### src/rtl/commit_result_queue.sv
// commit_result_queue: first-word-fall-through queue that sits between one
// instruction branch's result output and one lane of the commit stage.
// The head entry is presented combinationally so the commit stage can match
// commit_id in the same cycle. Every accepted push is also checked to confirm
// that commit IDs only move forward (modulo 512); a sticky flag records any
// violation.
module commit_result_queue #(
    parameter int data_width = 16,
    parameter int n_blocks   = 256,
    parameter int depth      = 4
) (
    input  logic                          clk,
    input  logic                          reset,
    input  logic                          enable,
    input  logic                          flush,
    input  logic                          in_valid,
    output logic                          in_ready,
    input  logic [$clog2(n_blocks)-1:0]   in_block,
    input  logic [2*data_width-1:0]       in_result,
    input  logic [3:0]                    in_dest,
    input  logic [8:0]                    in_commit_id,
    input  logic                          in_commit_flag,
    output logic                          out_valid,
    input  logic                          out_ready,
    output logic [$clog2(n_blocks)-1:0]   out_block,
    output logic [2*data_width-1:0]       out_result,
    output logic [3:0]                    out_dest,
    output logic [8:0]                    out_commit_id,
    output logic                          out_commit_flag,
    output logic [$clog2(depth+1)-1:0]    count,
    output logic                          almost_full,
    output logic                          order_err
);

    localparam int BW = $clog2(n_blocks);
    localparam int RW = 2 * data_width;
    localparam int PW = $clog2(depth);
    localparam int CW = $clog2(depth + 1);
    localparam int EW = BW + RW + 4 + 9 + 1;
    localparam logic [CW-1:0] DEPTH_C = CW'(depth);
    localparam logic [CW-1:0] AF_C    = CW'(depth - 1);

    // Entry layout: {block, result, dest, commit_id, commit_flag}
    logic [EW-1:0] mem_q [depth];
    logic [EW-1:0] mem_d [depth];

    logic [PW-1:0] wr_ptr_q, wr_ptr_d;
    logic [PW-1:0] rd_ptr_q, rd_ptr_d;
    logic [CW-1:0] count_q, count_d;
    logic [8:0]    last_id_q, last_id_d;
    logic          last_vld_q, last_vld_d;
    logic          order_err_q, order_err_d;

    logic          push;
    logic          pop;
    logic [8:0]    id_diff;

    // in_ready looks only at registered occupancy, so there is no
    // combinational path from out_ready back to in_ready.
    assign in_ready    = enable & reset & (count_q < DEPTH_C);
    assign out_valid   = enable & (count_q != '0);
    assign push        = in_valid & in_ready;
    assign pop         = out_valid & out_ready;

    assign {out_block, out_result, out_dest, out_commit_id, out_commit_flag} = mem_q[rd_ptr_q];

    assign count       = count_q;
    assign almost_full = (count_q >= AF_C);
    assign order_err   = order_err_q;

    // Forward distance from the previous ID; 0 or the upper half of the
    // 9-bit ring means the branch went backwards or repeated an ID.
    assign id_diff     = in_commit_id - last_id_q;

    // Next-state: flush drops everything (including a same-cycle push/pop),
    // otherwise apply push/pop and the ordering check.
    always_comb begin
        mem_d       = mem_q;
        wr_ptr_d    = wr_ptr_q;
        rd_ptr_d    = rd_ptr_q;
        count_d     = count_q;
        last_id_d   = last_id_q;
        last_vld_d  = last_vld_q;
        order_err_d = order_err_q;

        if (flush) begin
            wr_ptr_d   = '0;
            rd_ptr_d   = '0;
            count_d    = '0;
            last_vld_d = 1'b0;
        end else begin
            if (push) begin
                mem_d[wr_ptr_q] = {in_block, in_result, in_dest, in_commit_id, in_commit_flag};
                wr_ptr_d        = wr_ptr_q + 1'b1;
                if (last_vld_q && ((id_diff == '0) || id_diff[8])) begin
                    order_err_d = 1'b1;
                end
                last_id_d  = in_commit_id;
                last_vld_d = 1'b1;
            end
            if (pop) begin
                rd_ptr_d = rd_ptr_q + 1'b1;
            end
            case ({push, pop})
                2'b10:   count_d = count_q + 1'b1;
                2'b01:   count_d = count_q - 1'b1;
                default: count_d = count_q;
            endcase
        end
    end

    // Entry storage carries no reset; only occupancy says what is valid.
    always_ff @(posedge clk) begin
        mem_q <= mem_d;
    end

    // Control state with synchronous active-low reset; reset wins over flush.
    always_ff @(posedge clk) begin
        if (!reset) begin
            wr_ptr_q    <= '0;
            rd_ptr_q    <= '0;
            count_q     <= '0;
            last_id_q   <= '0;
            last_vld_q  <= 1'b0;
            order_err_q <= 1'b0;
        end else begin
            wr_ptr_q    <= wr_ptr_d;
            rd_ptr_q    <= rd_ptr_d;
            count_q     <= count_d;
            last_id_q   <= last_id_d;
            last_vld_q  <= last_vld_d;
            order_err_q <= order_err_d;
        end
    end

endmodule

### config.mk
export PLATFORM = sky130hd
export DESIGN_NAME = commit_result_queue
export DESIGN_NICKNAME = d
export VERILOG_FILES = /design/src/rtl/commit_result_queue.sv
export SDC_FILE = /design/constraint.sdc
export NUM_CORES = 1
export LEC_CHECK = 0
export ABC_AREA = 1
export ABC_CLOCK_PERIOD_IN_PS = 12100
export CAP_MARGIN = 20
export CORE_UTILIZATION = 50
export DETAILED_ROUTE_END_ITERATION = 8
export GPL_ROUTABILITY_DRIVEN = 0
export GPL_TIMING_DRIVEN = 1
export PLACE_DENSITY = 0.73
export SLEW_MARGIN = 5
export SYNTH_ARGS = -nofsm -noshare
export SYNTH_HDL_FRONTEND = slang
export SYNTH_SLANG_ARGS = --single-unit
### constraint.sdc
create_clock -name clk -period 12.1 [get_ports clk]
set_clock_uncertainty 0.15 [all_clocks]
set_input_delay 2.42 -clock clk [delete_from_list [all_inputs] [get_ports clk]]
set_output_delay 2.42 -clock clk [all_outputs]
set_load 0.05 [all_outputs]
==> results of run 1 <==
## registers in the layout, summed over array words and instances (netlist names)
name        count
last_id_q       9
rd_ptr_q        2
last_vld_q      1
wr_ptr_q        2
count           3
order_err       1
mem_q         216
## cells by family (layout without fill, tap and decap cells)
| logic type | Yosys count | count (layout) |
|---|---|---|
| buf+inv | 80 | 210 |
| xor+xnor | 2 | 2 |
| flops | 234 | 234 |
| simple gates | 181 | 181 |
| fa+ha+maj | 14 | 14 |
| compound gates | 202 | 202 |
## cell usage after synthesis
master,count,area [sq um]
nor2_2,1,6.26
ha_1,13,163
nand2_4,1,11.3
or2_1,1,6.26
nand2_1,38,143
buf_2,2,10.0
dfxtp_1,18,360
clkbuf_1,33,124
fa_1,1,20.0
nor2_1,126,473
a31oi_1,1,6.26
edfxtp_1,216,6490
buf_6,1,11.3
o21ai_0,110,551
nor3_4,1,16.3
nor2_4,1,11.3
xnor2_1,2,17.5
nand4_1,1,6.26
a21oi_1,21,105
inv_1,41,154
o21ai_1,12,60.1
inv_2,3,11.3
nand3_1,10,50.1
o21a_1,4,30.0
nand3b_1,1,7.51
o22ai_1,54,338
## metal layers
layer  track usage [%]  share of wire, %  routed length, um
met5                 0                 0                  0
met4              7.02               2.3                448
met3              3.53               5.9               1150
met2              35.3                50               9690
met1              25.2                42               8050
## power by group
group	internal, mW	switching [mW]	total (mW)
registers	0.888	0.00144	0.890
clock network	0.389	0.275	0.665
logic	0.0351	0.0506	0.0858
total	1.31	0.327	1.64
## layout make-up
cell class              instances  area (sq um)
clock buffers                  28           594
clock inverters                10          98.8
fillers                      1313          6640
inverters                      44           166
multi-input cells             399          2050
flip-flops and latches        234          6850
well taps                     229           287
repair buffers                128          1270
## worst max-delay path, cell delays in order
cell and delay, ns:
clkdlybuf4s50_1 0.68, inv_2 0.11, nor3_4 0.22, clkdlybuf4s50_1 0.84
## worst min path at each step
stage / end / slack [ns]
4_1_cts: last_id_q[7]$_SDFFE_PN0P_ / 0.31
3_3_place_gp: order_err$_SDFFE_PN0P_ / 0.29
2_1_floorplan: last_id_q[1]$_SDFFE_PN0P_ / 0.28
3_5_place_dp: order_err$_SDFFE_PN0P_ / 0.30
6_report: order_err$_SDFFE_PN0P_ / 0.31
5_1_grt: last_id_q[4]$_SDFFE_PN0P_ / 0.34
==> results.yml, run 1 <==
floorplanning:
  pin_count: 121
  rows: 49
  core_area_sq_um: 18000
  dieArea_sq_um: 18900
  dieHeight_um: 137
  fp.dieW_um: 137
  initial_core_util_pct: 51.1
setup_path:
  worst_r2r_endpoint: "mem_q[24]$_DFFE_PP_"
  critPathMaxFanout: 10
  crit_end: "in_ready"
  crit_path_start_kind: "input pin"
  critPathRequiredTime_ns: 9.53
  timing.rr.start: "count[2]$_SDFFE_PP0P_"
  ff2ff_path_depth: 6
  arrival_ns: 4.27
  worst-setup-path-type: "input pin to output port"
  cp-end-kind: "output port"
  crit_start: "reset"
  r2r_slack_ns: 9.68
cts:
  cts_resized: 0
  cts_made_buffers: 23
  clkTransAtPathRegs_ns: 0.06
  htreeDepth: 1
  cts_setup_buffers: 0
  cts_buffer_depth: 3
  cts_hold_buffers: 0
  cts_tree: "done"
  clkSinkCount: 234
  clk_latency_ns: 0.49
  root_buffer: "clkbuf_16"
yosys:
  synth_top_family_by_area: "compound AO/OA/AOI/OAI gates"
  synth.distinct_cells: 26
  ys_warn_count: 0
  syn_area_sq_um: 9180
  synth_compound_area_share_pct: 11.9
  synth-simple-area-share_pct: 7.96
  synth_nets: 787
  synth-xor-area-share_pct: 0.191
  synth_adder_area_share_pct: 1.99
  ys_ff_latch: 234
  syn_inst: 713
  yosysSeqAreaShare_pct: 74.6
  syn_area_per_cell_sq_um: 12.9
  synthMuxAreaShare_pct: 0
detailed_routing:
  wl_um: 19300
  wl_per_cell_um: 18.0
  drc: 0
  drtIter0Drc: 539
  via_per_inst: 5.62
  postRouteAntennaNets: 0
  via_count: 6023
  dr.pass1.iters: 5
placement:
  dp_slack_ns: 5.28
  portBuffers: 120
  place_hpwl_um: 10700
  dp_cells: 1034
  dpl-instance-area_sq_um: 10600
timing:
  finalSetupTns_ns: 0
  worstMarginPinSlew_ns: 1.12
  slew_violations: 0
  timing.hold.ws_ns: 0.308
  setup_viol: 0
  hold_viol: 0
  min_period_over_period_pct: 56.5
  max_freq_mhz: 146
  relSlewSlack_pct: 25.3
  min_period_ns: 6.84
  rsz0062_at_grt: "false"
  setup_ws_ns: 5.26
layout:
  final_common_cell: "edfxtp_1"
  num_antenna_cells: 0
  areaGrowthSynthToFinish_pct: 23.4
  fin_cells: 1072
  drive_gt1_share_pct: 6.05
  final_core_util_pct: 63.0
  postLayoutCellArea_sq_um: 11300
  fin_nets: 904
  final_cell_mix: "216 x edfxtp_1, 122 x nor2_1, 120 x clkdlybuf4s50_1, 110 x o21ai_0, 54 x o22ai_1"
grt:
  grt_pass1_vias: 5975
  grt_pass1_wl_um: 29300
  grt_overflow: 0
  grt_usage_pct: 20.2
  antenna_found_initial: 0
  grt_max_degree: 110
hold_path:
  hold_start: "order_err$_SDFFE_PN0P_"
  hp-class: "flop to flop"
  holdPathStages: 2
power:
  p_leak_nw: 3.87
  peakVddDrop_uv: 134
  fin_total_pwr_mw: 1.64
  powerDensity_nw_per_um2: 145
run_status:
  outcome: "finished, final reports clean"
run:
  max_cap_viol_count: 0
(Power assumes the default switching activity.)
==> run 2: changes to the inputs <==
--- a/config.mk
+++ b/config.mk
@@ -6,7 +6,7 @@
 export NUM_CORES = 1
 export LEC_CHECK = 0
 export ABC_AREA = 1
-export ABC_CLOCK_PERIOD_IN_PS = 12100
+export ABC_CLOCK_PERIOD_IN_PS = 6400
 export CAP_MARGIN = 20
 export CORE_UTILIZATION = 50
 export DETAILED_ROUTE_END_ITERATION = 8
==> constraint.sdc (replaced) <==
create_clock -name clk -period 6.4 [get_ports clk]
set_clock_uncertainty 0.15 [all_clocks]
set_input_delay 1.28 -clock clk [delete_from_list [all_inputs] [get_ports clk]]
set_output_delay 1.28 -clock clk [all_outputs]
set_load 0.05 [all_outputs]
==> run 2 against run 1 <==
Setup slack got worse by 3.5 ns. Register-to-register slack got worse by 6.0 ns. Sequential power rose by 89%. First-iteration DRC count fell by 20%. Non-clock buffer count did not move. Highest routed layer unchanged.
==> results.yml, run 2 (same netlist as run 1, synthesis figures left out) <==
hold_path:
  hp-class: "flop to flop"
  hold_start: "order_err$_SDFFE_PN0P_"
  holdPathStages: 2
  hold_end: "order_err$_SDFFE_PN0P_"
layout:
  final_core_util_pct: 63.0
  final_common_cell: "edfxtp_1"
  areaGrowthSynthToFinish_pct: 23.2
  final_cell_mix: "216 x edfxtp_1, 122 x nor2_1, 120 x clkdlybuf4s50_1, 110 x o21ai_0, 54 x o22ai_1"
  num_antenna_cells: 0
  top_register: "mem_q"
  fin_nets: 904
  drive_gt1_share_pct: 6.62
  fin_cells: 1075
  largest_register_ffs: 216
  postLayoutCellArea_sq_um: 11300
grt:
  grt_pass1_wl_um: 29000
  grt_overflow: 0
  grt_usage_pct: 20.1
  antenna_found_initial: 0
  grt_pass1_vias: 5859
  grt_max_degree: 110
setup_path:
  critPathMaxFanout: 78
  r2r_slack_ns: 3.68
  cp-end-kind: "output port"
  critPathRequiredTime_ns: 4.97
  crit_family: "buffers and inverters"
  worst_r2r_endpoint: "mem_q[24]$_DFFE_PP_"
  ff2ff_path_depth: 6
  worst-setup-path-type: "flop to output port"
  crit_path_start_kind: "flop"
  path_buf_inv: 3
  slowest_stage: "clkdlybuf4s50_1"
  timing.rr.start: "count[2]$_SDFFE_PP0P_"
  crit_chain: "clkinv_2 -> buf_4 -> o21ai_0 -> o22ai_1 -> clkdlybuf4s50_1"
  critPathMaxStageDelay_ns: 0.71
  arrival_ns: 3.17
timing:
  slew_violations: 0
  rsz0062_at_grt: "false"
  setup_ws_ns: 1.80
  hold_viol: 0
  worstMarginPinSlew_ns: 1.05
  min_period_over_period_pct: 71.8
  relSlewSlack_pct: 30.3
  max_freq_mhz: 218
  min_period_ns: 4.60
  finalSetupTns_ns: 0
  setup_viol: 0
run:
  max_cap_viol_count: 0
detailed_routing:
  drc: 0
  postRouteAntennaNets: 0
  wl_um: 19000
  drtIter0Drc: 433
  wl_per_cell_um: 17.7
  via_count: 5977
  dr.pass1.iters: 5
  via_per_inst: 5.56
placement:
  portBuffers: 120
  dp_cells: 1034
  place_hpwl_um: 11200
  dp_slack_ns: 1.86
  dpl-instance-area_sq_um: 10600
power:
  p_sw_share_pct: 20.5
  comb_power_share_pct: 5.3
  power_frac_seq_pct: 54.7
  peakVddDrop_uv: 194
  power_frac_clock_pct: 40.0
  p_int_mw: 2.45
  switchingPower_mw: 0.630
  powerDensity_nw_per_um2: 272
  p_leak_nw: 3.86
cts:
  cts_made_buffers: 23
  cts_tree: "done"
  cts_hold_buffers: 0
  cts_setup_buffers: 0
  clkTransAtPathRegs_ns: 0.06
  clk_latency_ns: 0.49
  htreeDepth: 1
  cts_resized: 0
  cts_buffer_depth: 3
  root_buffer: "clkbuf_16"
  clkSinkCount: 234
floorplanning:
  fp.dieW_um: 137
  rows: 49
  dieHeight_um: 137
  pin_count: 121
  dieArea_sq_um: 18900
  initial_core_util_pct: 51.1
  core_area_sq_um: 18000
run_status:
  outcome: "finished, final reports clean"
run 2: routing by layer:
| metal | global-route usage (%) | vias up | part of all wire [%] |
|---|---|---|---|
| met4 | 6.41 | 0 | 1.2 |
| met1 | 24.7 | 2913 | 41 |
| met3 | 3.72 | 20 | 7.1 |
| li1 | - | 2824 | - |
| met2 | 35.6 | 220 | 51 |
| met5 | 0 | - | 0 |
run 2: layout make-up:
type / count / area, sq um
sequential: 234 / 6850
fill: 1294 / 6650
multi-input combinational: 399 / 2050
timing repair buffer: 128 / 1260
clock buffer: 26 / 587
tap: 229 / 287
inverter: 44 / 166
clock inverter: 15 / 108
run 2: worst max path at each step:
stage / slack [ns] / cells past startpoint / to / startpoint
final: 1.80 / 5 / out_result[11] / rd_ptr_q[0]$_SDFFE_PP0P_
after global routing: 1.58 / 5 / out_result[11] / rd_ptr_q[0]$_SDFFE_PP0P_
after CTS: 1.78 / 5 / out_result[11] / rd_ptr_q[0]$_SDFFE_PP0P_
after detailed placement: 1.86 / 4 / in_ready / reset
after global placement: 1.85 / 4 / in_ready / reset
after floorplan: 1.19 / 7 / mem_q[0]$_DFFE_PP_ / reset
run 2: metrics by stage:
stage               hold slack [ns]  total power, mW
floorplan                     0.283             1.79
global placement              0.297             1.87
detailed placement            0.296             1.88
CTS                           0.311             3.09
global route                  0.338             3.16
finish                        0.310             3.08
run 2: worst min-delay path, delay by kind of cell (launching register included):
family | cells | cell delay, ns
flops | 1 | 0.31
buf+inv | 1 | 0.05
compound gates | 1 | 0.05
run 2: power by group through the flow:
stage	logic, mW	clock network (mW)	registers [mW]
after floorplan	0.0776	0	1.72
after global placement	0.156	0	1.71
after detailed placement	0.161	0	1.71
after CTS	0.162	1.24	1.68
after global routing	0.176	1.30	1.68
final	0.163	1.23	1.68
==> run 3: changes to the inputs <==
--- a/config.mk
+++ b/config.mk
@@ -6,13 +6,13 @@
 export NUM_CORES = 1
 export LEC_CHECK = 0
 export ABC_AREA = 1
-export ABC_CLOCK_PERIOD_IN_PS = 6400
+export ABC_CLOCK_PERIOD_IN_PS = 3900
 export CAP_MARGIN = 20
-export CORE_UTILIZATION = 50
+export CORE_UTILIZATION = 49
 export DETAILED_ROUTE_END_ITERATION = 8
 export GPL_ROUTABILITY_DRIVEN = 0
 export GPL_TIMING_DRIVEN = 1
-export PLACE_DENSITY = 0.73
+export PLACE_DENSITY = 0.75
 export SLEW_MARGIN = 5
 export SYNTH_ARGS = -nofsm -noshare
 export SYNTH_HDL_FRONTEND = slang
==> constraint.sdc (replaced) <==
create_clock -name clk -period 3.9 [get_ports clk]
set_clock_uncertainty 0.15 [all_clocks]
set_input_delay 0.78 -clock clk [delete_from_list [all_inputs] [get_ports clk]]
set_output_delay 0.78 -clock clk [all_outputs]
set_load 0.05 [all_outputs]
==> run 3 against run 2 <==
The flow now finishes with violations (design-rule violations). First-iteration DRC count down 4.6%. Combinational power up 61%. Register-to-register slack worse by 2.0 ns. Setup slack worse by 1.5 ns. Cell count up 0.47%. Total power up 65%. Critical path depth down 1. Global-route usage down 1.4 points. Via count down 2.6%. Largest cell class unchanged.
==> results.yml, run 3 (same netlist as run 1, synthesis figures left out) <==
run_status:
  outcome: "finished, violations left"
  violations: "design-rule violations"
setup_path:
  critPathMaxFanout: 10
  path_buf_inv: 3
  crit_path_start_kind: "input pin"
  worst-setup-path-type: "input pin to output port"
  critPathRequiredTime_ns: 2.97
  cpMostUsedCell: "clkdlybuf4s50_1"
  arrival_ns: 2.64
  crit_chain: "clkdlybuf4s50_1 -> inv_2 -> nor3_4 -> clkdlybuf4s50_1"
  cp-end-kind: "output port"
  slowest_stage: "clkdlybuf4s50_1"
  crit_family: "buffers and inverters"
  critPathMaxStageDelay_ns: 0.84
placement:
  place_hpwl_um: 10500
  dp_cells: 1042
  dpl-instance-area_sq_um: 10700
  dp_slack_ns: 0.340
  portBuffers: 120
layout:
  final_cell_mix: "216 x edfxtp_1, 122 x nor2_1, 110 x o21ai_0, 108 x clkdlybuf4s50_1, 54 x o22ai_1"
  fin_cells: 1080
  multi_input_area_sq_um: 2050
  final_common_cell: "edfxtp_1"
  fillers: 1368
  drive_gt1_share_pct: 8.70
  postLayoutCellArea_sq_um: 11400
  seq_area_sq_um: 6850
  areaGrowthSynthToFinish_pct: 24.5
  fin_nets: 911
  largest_register_ffs: 216
  final_core_util_pct: 62.9
  top_register: "mem_q"
  num_antenna_cells: 0
timing:
  setup_viol: 0
  finalSetupTns_ns: 0
  timing.hold.ws_ns: 0.311
  worstMarginPinSlew_ns: 0.552
  min_period_over_period_pct: 91.6
  max_freq_mhz: 280
  min_period_ns: 3.57
  hold_viol: 0
  setup_ws_ns: 0.327
  slew_violations: 0
  relSlewSlack_pct: 63.1
  rsz0062_at_grt: "false"
power:
  switchingPower_mw: 0.985
  powerDensity_nw_per_um2: 445
  p_int_mw: 4.10
  power_frac_seq_pct: 54.3
  fin_total_pwr_mw: 5.08
  p_sw_share_pct: 19.4
  power_frac_clock_pct: 40.5
  peakVddDrop_uv: 273
  p_leak_nw: 3.95
  comb_power_share_pct: 5.2
detailed_routing:
  wl_um: 18200
  drtIter0Drc: 413
  wl_per_cell_um: 16.8
  postRouteAntennaNets: 0
  via_count: 5820
  drc: 6
  via_per_inst: 5.39
  dr.pass1.iters: 9
floorplanning:
  fp.dieW_um: 139
  core_area_sq_um: 18100
  pin_count: 121
  rows: 49
  dieHeight_um: 139
  dieArea_sq_um: 19300
  initial_core_util_pct: 50.6
cts:
  htreeDepth: 1
  cts_tree: "done"
  cts_setup_buffers: 0
  root_buffer: "clkbuf_16"
  clk_latency_ns: 0.49
  cts_made_buffers: 22
  cts_resized: 0
  cts_buffer_depth: 3
  clkTransAtPathRegs_ns: 0.06
  clkSinkCount: 234
  cts_hold_buffers: 0
grt:
  grt_max_degree: 110
  antenna_found_initial: 0
  grt_pass1_wl_um: 28100
  grt_usage_pct: 18.7
  grt_overflow: 0
  grt_pass1_vias: 5505
run:
  max_cap_viol_count: 0
hold_path:
  hp-class: "flop to flop"
## run 3: path summary, 6_finish.rpt
check | end | cells past startpoint | startpoint | slack, ns
max | in_ready | 4 | reset | 0.33
min | last_id_q[6]$_SDFFE_PN0P_ | 2 | last_id_q[6]$_SDFFE_PN0P_ | 0.31
max reg2reg | count[2]$_SDFFE_PP0P_ | 11 | count[2]$_SDFFE_PP0P_ | 1.64
min reg2reg | last_id_q[6]$_SDFFE_PN0P_ | 2 | last_id_q[6]$_SDFFE_PN0P_ | 0.31
## run 3: layer usage
metal  part of all wire, %  track usage (%)
met3                   6.5             3.56
met1                    42             23.8
met4                   1.9             6.32
met5                     0                0
met2                    50             32.3
## run 3: cell type report
cell class	count	area share [%]
multi-input cells	399	18.0
flip-flops and latches	234	60.0
clock buffers	32	5.77
repair buffers	136	11.9
inverters	44	1.46
well taps	229	2.51
clock inverters	6	0.482
## run 3: power by group through the flow
stage               Clock [mW]  Sequential, mW  Combinational (mW)
global route              2.20            2.76               0.285
floorplan                    0            2.82               0.127
finish                    2.06            2.76               0.263
CTS                       2.11            2.76               0.263
detailed placement           0            2.81               0.261
global placement             0            2.81               0.257
## run 3: worst min-delay path, stage by stage (launching register included)
cell     delay [ns]
dfxtp_1        0.30
inv_1          0.06
a21oi_1        0.06
